--- src/rtl/prs_cpu_pkg.sv ---
// Shared encodings for the PRS CPU control sequencer: state codes, opcodes,
// ALU operation codes and the bundle of datapath control signals.
package prs_cpu_pkg;

    typedef enum logic [2:0] {
        S_IDLE    = 3'd0,
        S_FETCH   = 3'd1,
        S_DECODE  = 3'd2,
        S_OPFETCH = 3'd3,
        S_MEMOP   = 3'd4,
        S_EXEC    = 3'd5,
        S_HALT    = 3'd6,
        S_FAULT   = 3'd7
    } state_t;

    localparam logic [2:0] OP_NOP = 3'b000;
    localparam logic [2:0] OP_LDI = 3'b001;
    localparam logic [2:0] OP_ADD = 3'b010;
    localparam logic [2:0] OP_SUB = 3'b011;
    localparam logic [2:0] OP_STA = 3'b100;
    localparam logic [2:0] OP_JMP = 3'b101;
    localparam logic [2:0] OP_JZ  = 3'b110;
    localparam logic [2:0] OP_HLT = 3'b111;

    localparam logic [1:0] ALU_PASS = 2'b00;
    localparam logic [1:0] ALU_ADD  = 2'b01;
    localparam logic [1:0] ALU_SUB  = 2'b10;

    typedef struct packed {
        logic       mem_req;
        logic       mem_we;
        logic       addr_sel;
        logic [1:0] alu_op;
        logic       pc_inc;
        logic       pc_load;
        logic       ir_load;
        logic       opr_load;
        logic       acc_load;
    } ctrl_t;

    // Instructions that need a second memory access through the operand address.
    function automatic logic needs_memop(input logic [2:0] op);
        return (op == OP_ADD) || (op == OP_SUB) || (op == OP_STA);
    endfunction

endpackage

--- src/rtl/prs_wait_timer.sv ---
// Counts consecutive memory-wait cycles; expired flags the last allowed wait
// cycle so the sequencer can divert to FAULT on the following edge.
module prs_wait_timer #(
    parameter int TIMEOUT = 15
) (
    input  logic clk,
    input  logic reset,
    input  logic clear,
    input  logic count,
    output logic expired
);

    localparam int W = $clog2(TIMEOUT + 1);

    logic [W-1:0] cnt;

    always_ff @(posedge clk or posedge reset) begin
        if (reset) begin
            cnt <= '0;
        end else if (clear) begin
            cnt <= '0;
        end else if (count && !expired) begin
            cnt <= cnt + W'(1);
        end
    end

    assign expired = (cnt == W'(TIMEOUT - 1));

endmodule

--- src/rtl/prs_cpu_sequencer.sv ---
// Multi-cycle control sequencer for a small accumulator CPU: fetch, decode,
// operand fetch, memory operation and execute, with run/step and wait timeout.
module prs_cpu_sequencer
    import prs_cpu_pkg::*;
#(
    parameter int TIMEOUT = 15  // legal 1..255
) (
    input  logic       clk,
    input  logic       reset,
    input  logic       run,
    input  logic       step,
    input  logic [2:0] opcode,
    input  logic       zero,
    input  logic       mem_ready,
    output logic       mem_req,
    output logic       mem_we,
    output logic       addr_sel,
    output logic       pc_inc,
    output logic       pc_load,
    output logic       ir_load,
    output logic       opr_load,
    output logic       acc_load,
    output logic [1:0] alu_op,
    output logic       halted,
    output logic       fault,
    output logic [2:0] state
);

    state_t st, nxt;
    ctrl_t  ctrl;
    logic   step_q;
    logic   step_rise;
    logic   expired;
    state_t end_next;

    always_ff @(posedge clk or posedge reset) begin
        if (reset) begin
            st     <= S_IDLE;
            step_q <= 1'b0;
        end else begin
            st     <= nxt;
            step_q <= step;
        end
    end

    assign step_rise = step & ~step_q;
    assign end_next  = run ? S_FETCH : S_IDLE;

    // Any state change restarts the wait count, so each memory state starts at zero.
    prs_wait_timer #(.TIMEOUT(TIMEOUT)) u_wait (
        .clk     (clk),
        .reset   (reset),
        .clear   (nxt != st),
        .count   (ctrl.mem_req & ~mem_ready),
        .expired (expired)
    );

    always_comb begin
        nxt  = st;
        ctrl = '0;
        case (st)
            S_IDLE: begin
                if (run || step_rise) nxt = S_FETCH;
            end
            S_FETCH: begin
                ctrl.mem_req = 1'b1;
                if (mem_ready) begin
                    ctrl.ir_load = 1'b1;
                    ctrl.pc_inc  = 1'b1;
                    nxt          = S_DECODE;
                end else if (expired) begin
                    nxt = S_FAULT;
                end
            end
            S_DECODE: begin
                case (opcode)
                    OP_NOP:  nxt = S_EXEC;
                    OP_HLT:  nxt = S_HALT;
                    default: nxt = S_OPFETCH;
                endcase
            end
            S_OPFETCH: begin
                ctrl.mem_req = 1'b1;
                if (mem_ready) begin
                    ctrl.opr_load = 1'b1;
                    ctrl.pc_inc   = 1'b1;
                    nxt           = needs_memop(opcode) ? S_MEMOP : S_EXEC;
                end else if (expired) begin
                    nxt = S_FAULT;
                end
            end
            S_MEMOP: begin
                // Operand-addressed access; alu_op and mem_we are held for the whole wait.
                ctrl.mem_req  = 1'b1;
                ctrl.addr_sel = 1'b1;
                ctrl.mem_we   = (opcode == OP_STA);
                if (opcode == OP_ADD) ctrl.alu_op = ALU_ADD;
                if (opcode == OP_SUB) ctrl.alu_op = ALU_SUB;
                if (mem_ready) begin
                    ctrl.acc_load = (opcode == OP_ADD) || (opcode == OP_SUB);
                    nxt           = end_next;
                end else if (expired) begin
                    nxt = S_FAULT;
                end
            end
            S_EXEC: begin
                case (opcode)
                    OP_LDI: begin
                        ctrl.acc_load = 1'b1;
                        ctrl.alu_op   = ALU_PASS;
                    end
                    OP_JMP:  ctrl.pc_load = 1'b1;
                    OP_JZ:   ctrl.pc_load = zero;
                    default: ;
                endcase
                nxt = end_next;
            end
            S_HALT:  nxt = S_HALT;
            S_FAULT: nxt = S_FAULT;
            default: nxt = S_IDLE;
        endcase
    end

    assign mem_req  = ctrl.mem_req;
    assign mem_we   = ctrl.mem_we;
    assign addr_sel = ctrl.addr_sel;
    assign alu_op   = ctrl.alu_op;
    assign pc_inc   = ctrl.pc_inc;
    assign pc_load  = ctrl.pc_load;
    assign ir_load  = ctrl.ir_load;
    assign opr_load = ctrl.opr_load;
    assign acc_load = ctrl.acc_load;
    assign halted   = (st == S_HALT);
    assign fault    = (st == S_FAULT);
    assign state    = st;

endmodule

--- config.mk ---
export PLATFORM = sky130hd
export DESIGN_NAME = prs_cpu_sequencer
export DESIGN_NICKNAME = d
export VERILOG_FILES = /design/src/rtl/prs_cpu_pkg.sv /design/src/rtl/prs_wait_timer.sv /design/src/rtl/prs_cpu_sequencer.sv
export SDC_FILE = /design/constraint.sdc
export NUM_CORES = 1
export LEC_CHECK = 0
export ABC_CLOCK_PERIOD_IN_PS = 2800
export CORE_MARGIN = 3
export CORE_UTILIZATION = 48
export DETAILED_ROUTE_END_ITERATION = 8
export GPL_ROUTABILITY_DRIVEN = 0
export MAX_ROUTING_LAYER = met4
export PLACE_DENSITY_LB_ADDON = 0.08
export SLEW_MARGIN = 20
export SYNTH_ARGS = -nofsm -noshare
export SYNTH_HDL_FRONTEND = slang
export SYNTH_SLANG_ARGS = --single-unit
--- constraint.sdc ---
create_clock -name clk -period 2.8 [get_ports clk]
set_clock_uncertainty 0.2 [all_clocks]
set_input_delay 0.7 -clock clk [delete_from_list [all_inputs] [get_ports clk]]
set_output_delay 0.7 -clock clk [all_outputs]
set_load 0.005 [all_outputs]
==> flow_summary.toml, run 1 <==
[setup_path]
path_class = "primary input to primary output"
startpoint_type = "primary input"
crit_path_max_fanout = 6
ff2ff_setup_slack_ps = 730
r2r-start = "state[0]"
reg2reg_depth = 7
arrival_ps = 1840
r2r_end = "u_wait.cnt[0]"
crit_path_end_kind = "primary output"
worstPathRequired_ps = 1900

[clocking]
cts_buffers = 3
clock-root-buffer = "clkbuf_4"
clk_pin_slew_ps = 50
clock_sinks = 8
insertion_delay_ps = 250
post_cts_buffers = 0
cts_max_path_buffers = 2
cts_tree = "yes"
ctsHtreeMaxLevel = 1
hold_buffers = 0

[final_layout]
drive_gt1_frac = 0.1908
n_fill_cell = 108
num_antenna_cells = 0
area_delta_synth_final_pct = 46.34
final_area_mm2 = 0.001075
final_nets = 144

[timing]
max_freq_ghz = 0.3651
slew_headroom = 0.7175
worst_pin_slew_ps = 423.7
holdWs_ps = 396.6
rsz0062_at_grt = "false"
fin_crit_sh = 0.9781
finalHoldViolCount = 0
drv_slew = 0
finalCriticalPeriod_ps = 2739
setup_viol = 0

[die]
die_x_um = 45.12
die_y_um = 45.12
placementRows = 13
start_util = 0.5375
core_area_mm2 = 0.001366
dieArea_mm2 = 0.002035
io-pin-count = 24

[route]
vias = 887
wl_per_cell_um = 15.31
drc = 0
drtPass1Iterations = 4
finalWirelength_um = 2235
dr.first_iter.drc_count = 44
drt.antenna.violating_nets = 0
viasPerCell = 6.075

[logic_synthesis]
synth_compound_area_frac = 0.2317
synth-warning-count = 0
synth-seq-cells = 8
ys_seq_area_frac = 0.2726
synth_mux_area_frac = 0
synth_top_family_by_area = "simple AND/OR/NAND/NOR gates"
synth_area_leaders = "dfrtp_1 27%, nor2_1 7.2%, and3_1 4.3%"
synth.cells.most_frequent = "14 x nor2_1, 8 x dfrtp_1, 6 x o21ai_0"
async_flop_share = 1.000
synth_most_common_cell = "nor2_1"
synth_cell_type_count = 36
yosysTopAreaCellShare = 0.2726
synth_edf_count = 0
synth_simple_gate_area_share = 0.3578
syn-num-nets = 110
synthAdderAreaFrac = 0.03407
syn_avg_cell_area_um2 = 7.419
netlist_area_um2 = 734.5
synthXorXnorAreaFrac = 0.03578
synth_top_area_cell = "dfrtp_1"
yosys_most_used_dff = "dfrtp_1"
syn_inst = 99

[power_and_ir_drop]
power_density_mw_per_mm2 = 814.8
p_leak_uw = 0.0004769
vdd_drop_max_uv = 722.5

[global_routing]
grtUsageTotal = 0.2610
grt_max_degree = 18
antenna_found_initial = 0
grt_pass1_wl_um = 3732
gr-total-overflow = 0
grt_pass1_vias = 812

[placement]
portBuffers = 23
dp_hpwl_um = 1662
placed_area_mm2 = 0.001050

[hold_path]
hold_start = "u_wait.cnt[3]"
hold_depth = 2
holdPathEnd = "u_wait.cnt[3]"
holdCritPathClass = "flip-flop to flip-flop"

[run_status]
status = "finished clean"

[flow_run]
maxCapViolCount = 0
==> layout by cell type (no fill, tap or decap), types with 2 or more instances in the layout <==
cell type,n
dfrtp_1,7
nand2b_1,3
ha_1,2
nand2_1,5
nor2_1,14
o21ai_1,4
nand3b_1,2
xnor2_1,3
nand3_1,5
o21ai_0,6
a31oi_1,2
a211oi_1,2
clkbuf_4,3
a21oi_1,4
nor4_1,2
and3_1,5
nor2b_1,2
buf_4,13
nor3_1,2
inv_1,3
dlygate4sd2_1,6
clkdlybuf4s50_1,15
inv_2,2
==> cell type report <==
cell class,count,area (µm²),area share
repair buffers,36,321.6,0.2992
well taps,15,18.77,0.01746
inverters,5,18.77,0.01746
multi-input cells,79,491.7,0.4575
flip-flops and latches,8,201.4,0.1874
clock buffers,3,22.52,0.02095
==> worst max-delay path: stages <==
cell,delay [ps]
dlygate4sd2_1,250
buf_4,150
and4b_1,230
clkdlybuf4s50_1,500
==> sequential cells by signal, indices dropped and copies added, names as in the netlist <==
register	flops
state	3
step_q	1
u_wait.cnt	4
==> metrics by stage <==
step	util	power (µW)	cells	setup WS (ps)	setup TNS [ps]
detailed placement	0.7683	770.8	143	-432.0	-2133
CTS	0.7848	868.7	146	31.18	0
floorplan	-	527.9	99	484.1	0
global placement	0.7683	752.2	143	-385.8	-1950
global route	0.7866	950.3	146	8.624	0
finish	0.7866	875.8	146	61.37	0
==> worst max-delay path by stage <==
stage	cells past startpoint	end	startpoint	slack, ps
detailed placement	5	acc_load	opcode[0]	-430
global placement	5	acc_load	opcode[0]	-390
floorplan	4	acc_load	opcode[1]	480
CTS	3	opr_load	state[0]	30
finish	4	alu_op[1]	opcode[2]	60
global route	5	ir_load	mem_ready	9
==> cells by family after synthesis <==
kind of cell | Yosys count
simple gates | 48
flops | 8
compound gates | 26
fa+ha+maj | 2
xor+xnor | 3
buf+inv | 12
==> metal layers <==
metal,share of wire,up-vias,track usage,wire length (µm)
met5,0,-,-,0
met4,0.030,0,0.04678,68
met3,0.063,10,0.07171,141
met2,0.48,45,0.4153,1065
met1,0.43,412,0.3342,958
li1,-,420,-,-
==> where the power goes <==
| group | internal (µW) | switching (µW) | total [µW] |
|---|---|---|---|
| clock | 48.9 | 37.7 | 86.7 |
| combinational | 281 | 303 | 584 |
| sequential | 150 | 55.4 | 205 |
==> what timing repair did <==
action / CTS / global route
gates resized for setup: 12 / 2
setup endpoints to repair: 8 / 4
pin swaps: 0 / 0
cloned: 0 / 0
Note: power is estimated with default switching activity, not from simulation.
==> run 2, diff against run 1 <==
Settings changed: TNS_END_PERCENT set to 1.
==> run 2 against run 1 <==
Effect of this change: register-to-register slack about the same; hold slack barely moved; clock-buffer cell count did not move; largest cell class unchanged.
==> flow_summary.toml, run 2 (synthesis results as in run 1) <==
[run_status]
status = "finished clean"

[final_layout]
top_register = "u_wait.cnt"
multiInputGateArea_um2 = 491.7
n_fill_cell = 107
finish.utilization = 0.7857
layout_common_cells = "14 x nor2_1, 14 x clkdlybuf4s50_1, 13 x buf_4"
num_antenna_cells = 0
area_delta_synth_final_pct = 46.17
ff_latch_area_um2 = 201.4
stdcell_count = 146
drive_gt1_frac = 0.1908
final_nets = 144
largest_reg_flops = 4

[setup_path]
crit_chain = "clkdlybuf4s15_1 > buf_4 > nand3b_1 > nor2_1 > clkdlybuf4s50_1"
crit_path_end = "ir_load"
path_class = "primary input to primary output"
worstPathRequired_ps = 1900
r2r_end = "u_wait.cnt[0]"
path_buf_inv = 3
crit_path_end_kind = "primary output"
startpoint_type = "primary input"
r2r-start = "state[0]"
crit_path_max_fanout = 4
arrival_ps = 1790
critical_path_depth = 5
crit_family = "buffers and inverters"
reg2reg_depth = 7
cpPeakStageDelay_ps = 500
crit_path_top_delay_cell = "clkdlybuf4s50_1"
ff2ff_setup_slack_ps = 730
startpoint = "mem_ready"

[global_routing]
grt_pass1_vias = 812
grt_pass1_wl_um = 3732
gr-total-overflow = 0
grtUsageTotal = 0.2610
antenna_found_initial = 0
grt_max_degree = 18

[route]
finalWirelength_um = 2234
drtPass1Iterations = 4
wl_per_cell_um = 15.30
vias = 887
viasPerCell = 6.075
drt.antenna.violating_nets = 0
drc = 0
dr.first_iter.drc_count = 44

[clocking]
post_cts_buffers = 0
clock_sinks = 8
cts_buffers = 3
hold_buffers = 0
clk_pin_slew_ps = 50
cts_max_path_buffers = 2
post_cts_resize_count = 13
insertion_delay_ps = 250
ctsHtreeMaxLevel = 1
clock-root-buffer = "clkbuf_4"
cts_tree = "yes"

[flow_run]
maxCapViolCount = 0

[die]
io-pin-count = 24
start_util = 0.5375
die_x_um = 45.12
core_area_mm2 = 0.001366
dieArea_mm2 = 0.002035
placementRows = 13
die_y_um = 45.12

[timing]
max_freq_ghz = 0.3719
rsz0062_at_grt = "false"
drv_slew = 0
slew_headroom = 0.7175
finalCriticalPeriod_ps = 2689
worst_pin_slew_ps = 423.7
finalHoldViolCount = 0
holdWs_ps = 397.1
setup_viol = 0
fin_crit_sh = 0.9604
final.setup.worst_slack_ps = 110.8

[power_and_ir_drop]
power_density_mw_per_mm2 = 815.1
vdd_drop_max_uv = 722.4
p_leak_uw = 0.0004817

[hold_path]
hold_start = "u_wait.cnt[3]"
holdCritPathClass = "flip-flop to flip-flop"

[placement]
portBuffers = 23
dp_hpwl_um = 1662
dp_cells = 143
pre_cts_ws_ps = -432.0
[run 2: cell count changes in the layout (fill, tap and decap cells not counted), sizes merged]
| cell | previous run | this run |
|---|---|---|
| clkdlybuf4s50 | 15 | 14 |
| dlygate4sd2 | 6 | 7 |
[run 2: power breakdown]
part	internal, µW	total (µW)	switching [µW]	leakage [µW]
combinational	280	583	303	0.000366
sequential	150	205	55.4	0.000102
clock	48.9	86.7	37.7	0.0000138
total	479	875	396	0.000482
[run 2: area by class of cell]
type / count / share of cell area
clock buffer: 3 / 0.02098
multi-input combinational: 79 / 0.4580
inverter: 5 / 0.01748
sequential: 8 / 0.1876
timing repair buffer: 36 / 0.2984
tap: 15 / 0.01748
[run 2: per-stage QoR]
step	power, µW	instance area [µm²]	TNS (ps)
CTS	868.2	1071	0
global route	949.8	1074	0
floorplan	527.9	734.5	0
detailed placement	770.8	1050	-2133
global placement	752.2	1050	-1950
finish	875.1	1074	0
[run 2: layer usage]
metal,vias to the layer above,global-route usage,share of wire
met5,-,-,0
met1,413,0.3342,0.43
li1,419,-,-
met4,0,0.04678,0.030
met3,10,0.07171,0.063
met2,45,0.4153,0.48
[run 2: worst min-delay path, stage by stage, from the launching register on]
cell and delay [ps]:
dfrtp_1 390, xnor2_1 130, nor2_1 40
[run 2: worst min-delay path by stage]
stage | cells after the start | endpoint | slack, ps
2_1_floorplan | 1 | state[0] | 320
3_3_place_gp | 2 | u_wait.cnt[3] | 350
3_5_place_dp | 2 | u_wait.cnt[3] | 370
4_1_cts | 2 | u_wait.cnt[3] | 390
5_1_grt | 2 | u_wait.cnt[3] | 430
6_report | 2 | u_wait.cnt[3] | 400
==> run 3, diff against run 2 <==
Settings changed: CORE_UTILIZATION 48 to 45.
==> run 3 against run 2 <==
Effect of this change: sequential power is essentially flat; global-route usage decreased by 1.7 points; non-clock buffer count decreased by 1; register-to-register slack better by 30 ps; hold slack worse by 21 ps; die area grew 5.8%; core utilization fell by 1.9 points; first-iteration DRC count grew 6.8%; design area is 1.0% higher; fmax shrank 2.6%; critical path type unchanged.
==> flow_summary.toml, run 3 (synthesis results as in run 1) <==
[die]
io-pin-count = 24
start_util = 0.5190
die_x_um = 46.40
dieArea_mm2 = 0.002153
die_y_um = 46.40
placementRows = 13
core_area_mm2 = 0.001415

[route]
drt.antenna.violating_nets = 0
viasPerCell = 5.917
dr.first_iter.drc_count = 47
drtPass1Iterations = 4
wl_per_cell_um = 14.86
drc = 0
vias = 858
finalWirelength_um = 2154

[final_layout]
final_area_mm2 = 0.001085
final_nets = 143
drive_gt1_frac = 0.2154
stdcell_count = 145
top_register = "u_wait.cnt"
layout_commonest_cell = "clkdlybuf4s50_1"
num_antenna_cells = 0
largest_reg_flops = 4
multiInputGateArea_um2 = 514.2
layout_common_cells = "15 x clkdlybuf4s50_1, 14 x nor2_1, 11 x buf_4"
area_delta_synth_final_pct = 47.70
n_fill_cell = 115
finish.utilization = 0.7666
ff_latch_area_um2 = 201.4

[placement]
portBuffers = 23
dp_hpwl_um = 1586
dp_cells = 142
pre_cts_ws_ps = -494.6
placed_area_mm2 = 0.001042

[timing]
max_freq_ghz = 0.3622
finalCriticalPeriod_ps = 2761
setup_viol = 0
worst_pin_slew_ps = 372.9
finalHoldViolCount = 0
slew_headroom = 0.7514
drv_slew = 0
fin_crit_sh = 0.9860
final.setup.worst_slack_ps = 39.26
rsz0062_at_grt = "true"
holdWs_ps = 376.5

[setup_path]
ff2ff_setup_slack_ps = 760
arrival_ps = 1860
r2r_end = "u_wait.cnt[1]"
startpoint_type = "primary input"
crit_path_end = "pc_load"
startpoint = "opcode[2]"
crit_path_top_delay_cell = "clkdlybuf4s50_1"
r2r-start = "state[2]"
worstPathRequired_ps = 1900
crit_path_max_fanout = 7
path_class = "primary input to primary output"
reg2reg_depth = 7
cpPeakStageDelay_ps = 480
crit_chain = "clkdlybuf4s50_1 > buf_4 > nand2_1 > a211oi_2 > clkdlybuf4s15_1"
crit_path_end_kind = "primary output"

[clocking]
cts_tree = "yes"
clock_sinks = 8
insertion_delay_ps = 260
ctsHtreeMaxLevel = 1
post_cts_buffers = 0
cts_buffers = 3
clock-root-buffer = "clkbuf_4"
hold_buffers = 0
cts_max_path_buffers = 2
clk_pin_slew_ps = 50

[global_routing]
gr-total-overflow = 0
grt_pass1_vias = 747
antenna_found_initial = 0
grt_pass1_wl_um = 3519
grt_max_degree = 15
grtUsageTotal = 0.2436

[flow_run]
maxCapViolCount = 0

[hold_path]
holdCritPathClass = "flip-flop to flip-flop"

[power_and_ir_drop]
vdd_drop_max_uv = 580.2
p_leak_uw = 0.0004795
power_density_mw_per_mm2 = 808.4

[run_status]
status = "finished clean"
[run 3: worst min-delay path by stage]
stage               depth (start not counted)             to          start  slack [ps]
global placement                            2  u_wait.cnt[1]  u_wait.cnt[1]         350
CTS                                         2  u_wait.cnt[1]  u_wait.cnt[1]         380
detailed placement                          2  u_wait.cnt[1]  u_wait.cnt[1]         370
floorplan                                   1       state[0]          reset         320
global route                                2  u_wait.cnt[3]  u_wait.cnt[3]         420
finish                                      2  u_wait.cnt[1]  u_wait.cnt[1]         380
[run 3: area by class of cell]
class / count / area share
Multi-Input combinational cell: 79 / 0.4740
Inverter: 5 / 0.01730
Clock buffer: 3 / 0.02076
Sequential cell: 8 / 0.1857
Tap cell: 15 / 0.01730
Timing Repair Buffer: 35 / 0.2849
[run 3: worst max-delay path: cells and delay by family]
kind,cells,cell delay (ps)
buffers and inverters,3,860
and+or+nand+nor,1,80
AOI/OAI and AO/OA,1,210
[run 3: layer usage]
metal / routed length [µm] / up-vias / track usage
li1: - / 423 / -
met1: 939 / 395 / 0.3168
met2: 1053 / 34 / 0.3324
met3: 132 / 6 / 0.07813
met4: 29 / 0 / 0.1250
met5: 0 / - / -
[run 3: timing repair]
| item | in CTS | in global routing |
|---|---|---|
| setup endpoints to repair | 8 | 5 |
| gates resized for setup | 15 | 9 |
| pin swaps | 0 | 1 |
[run 3: metrics by stage]
stage	TNS [ps]	total power, µW
after global placement	-2083	751.8
after floorplan	0	527.9
after global routing	-9.578	956.2
after CTS	-157.8	862.2
after detailed placement	-2305	763.2
final	0	876.9
[run 3: power by group]
part | switching, µW | internal, µW | leakage [µW]
sequential | 56.0 | 150 | 0.000102
clock | 41.4 | 49.2 | 0.0000138
combinational | 299 | 281 | 0.000364
total | 397 | 480 | 0.000480
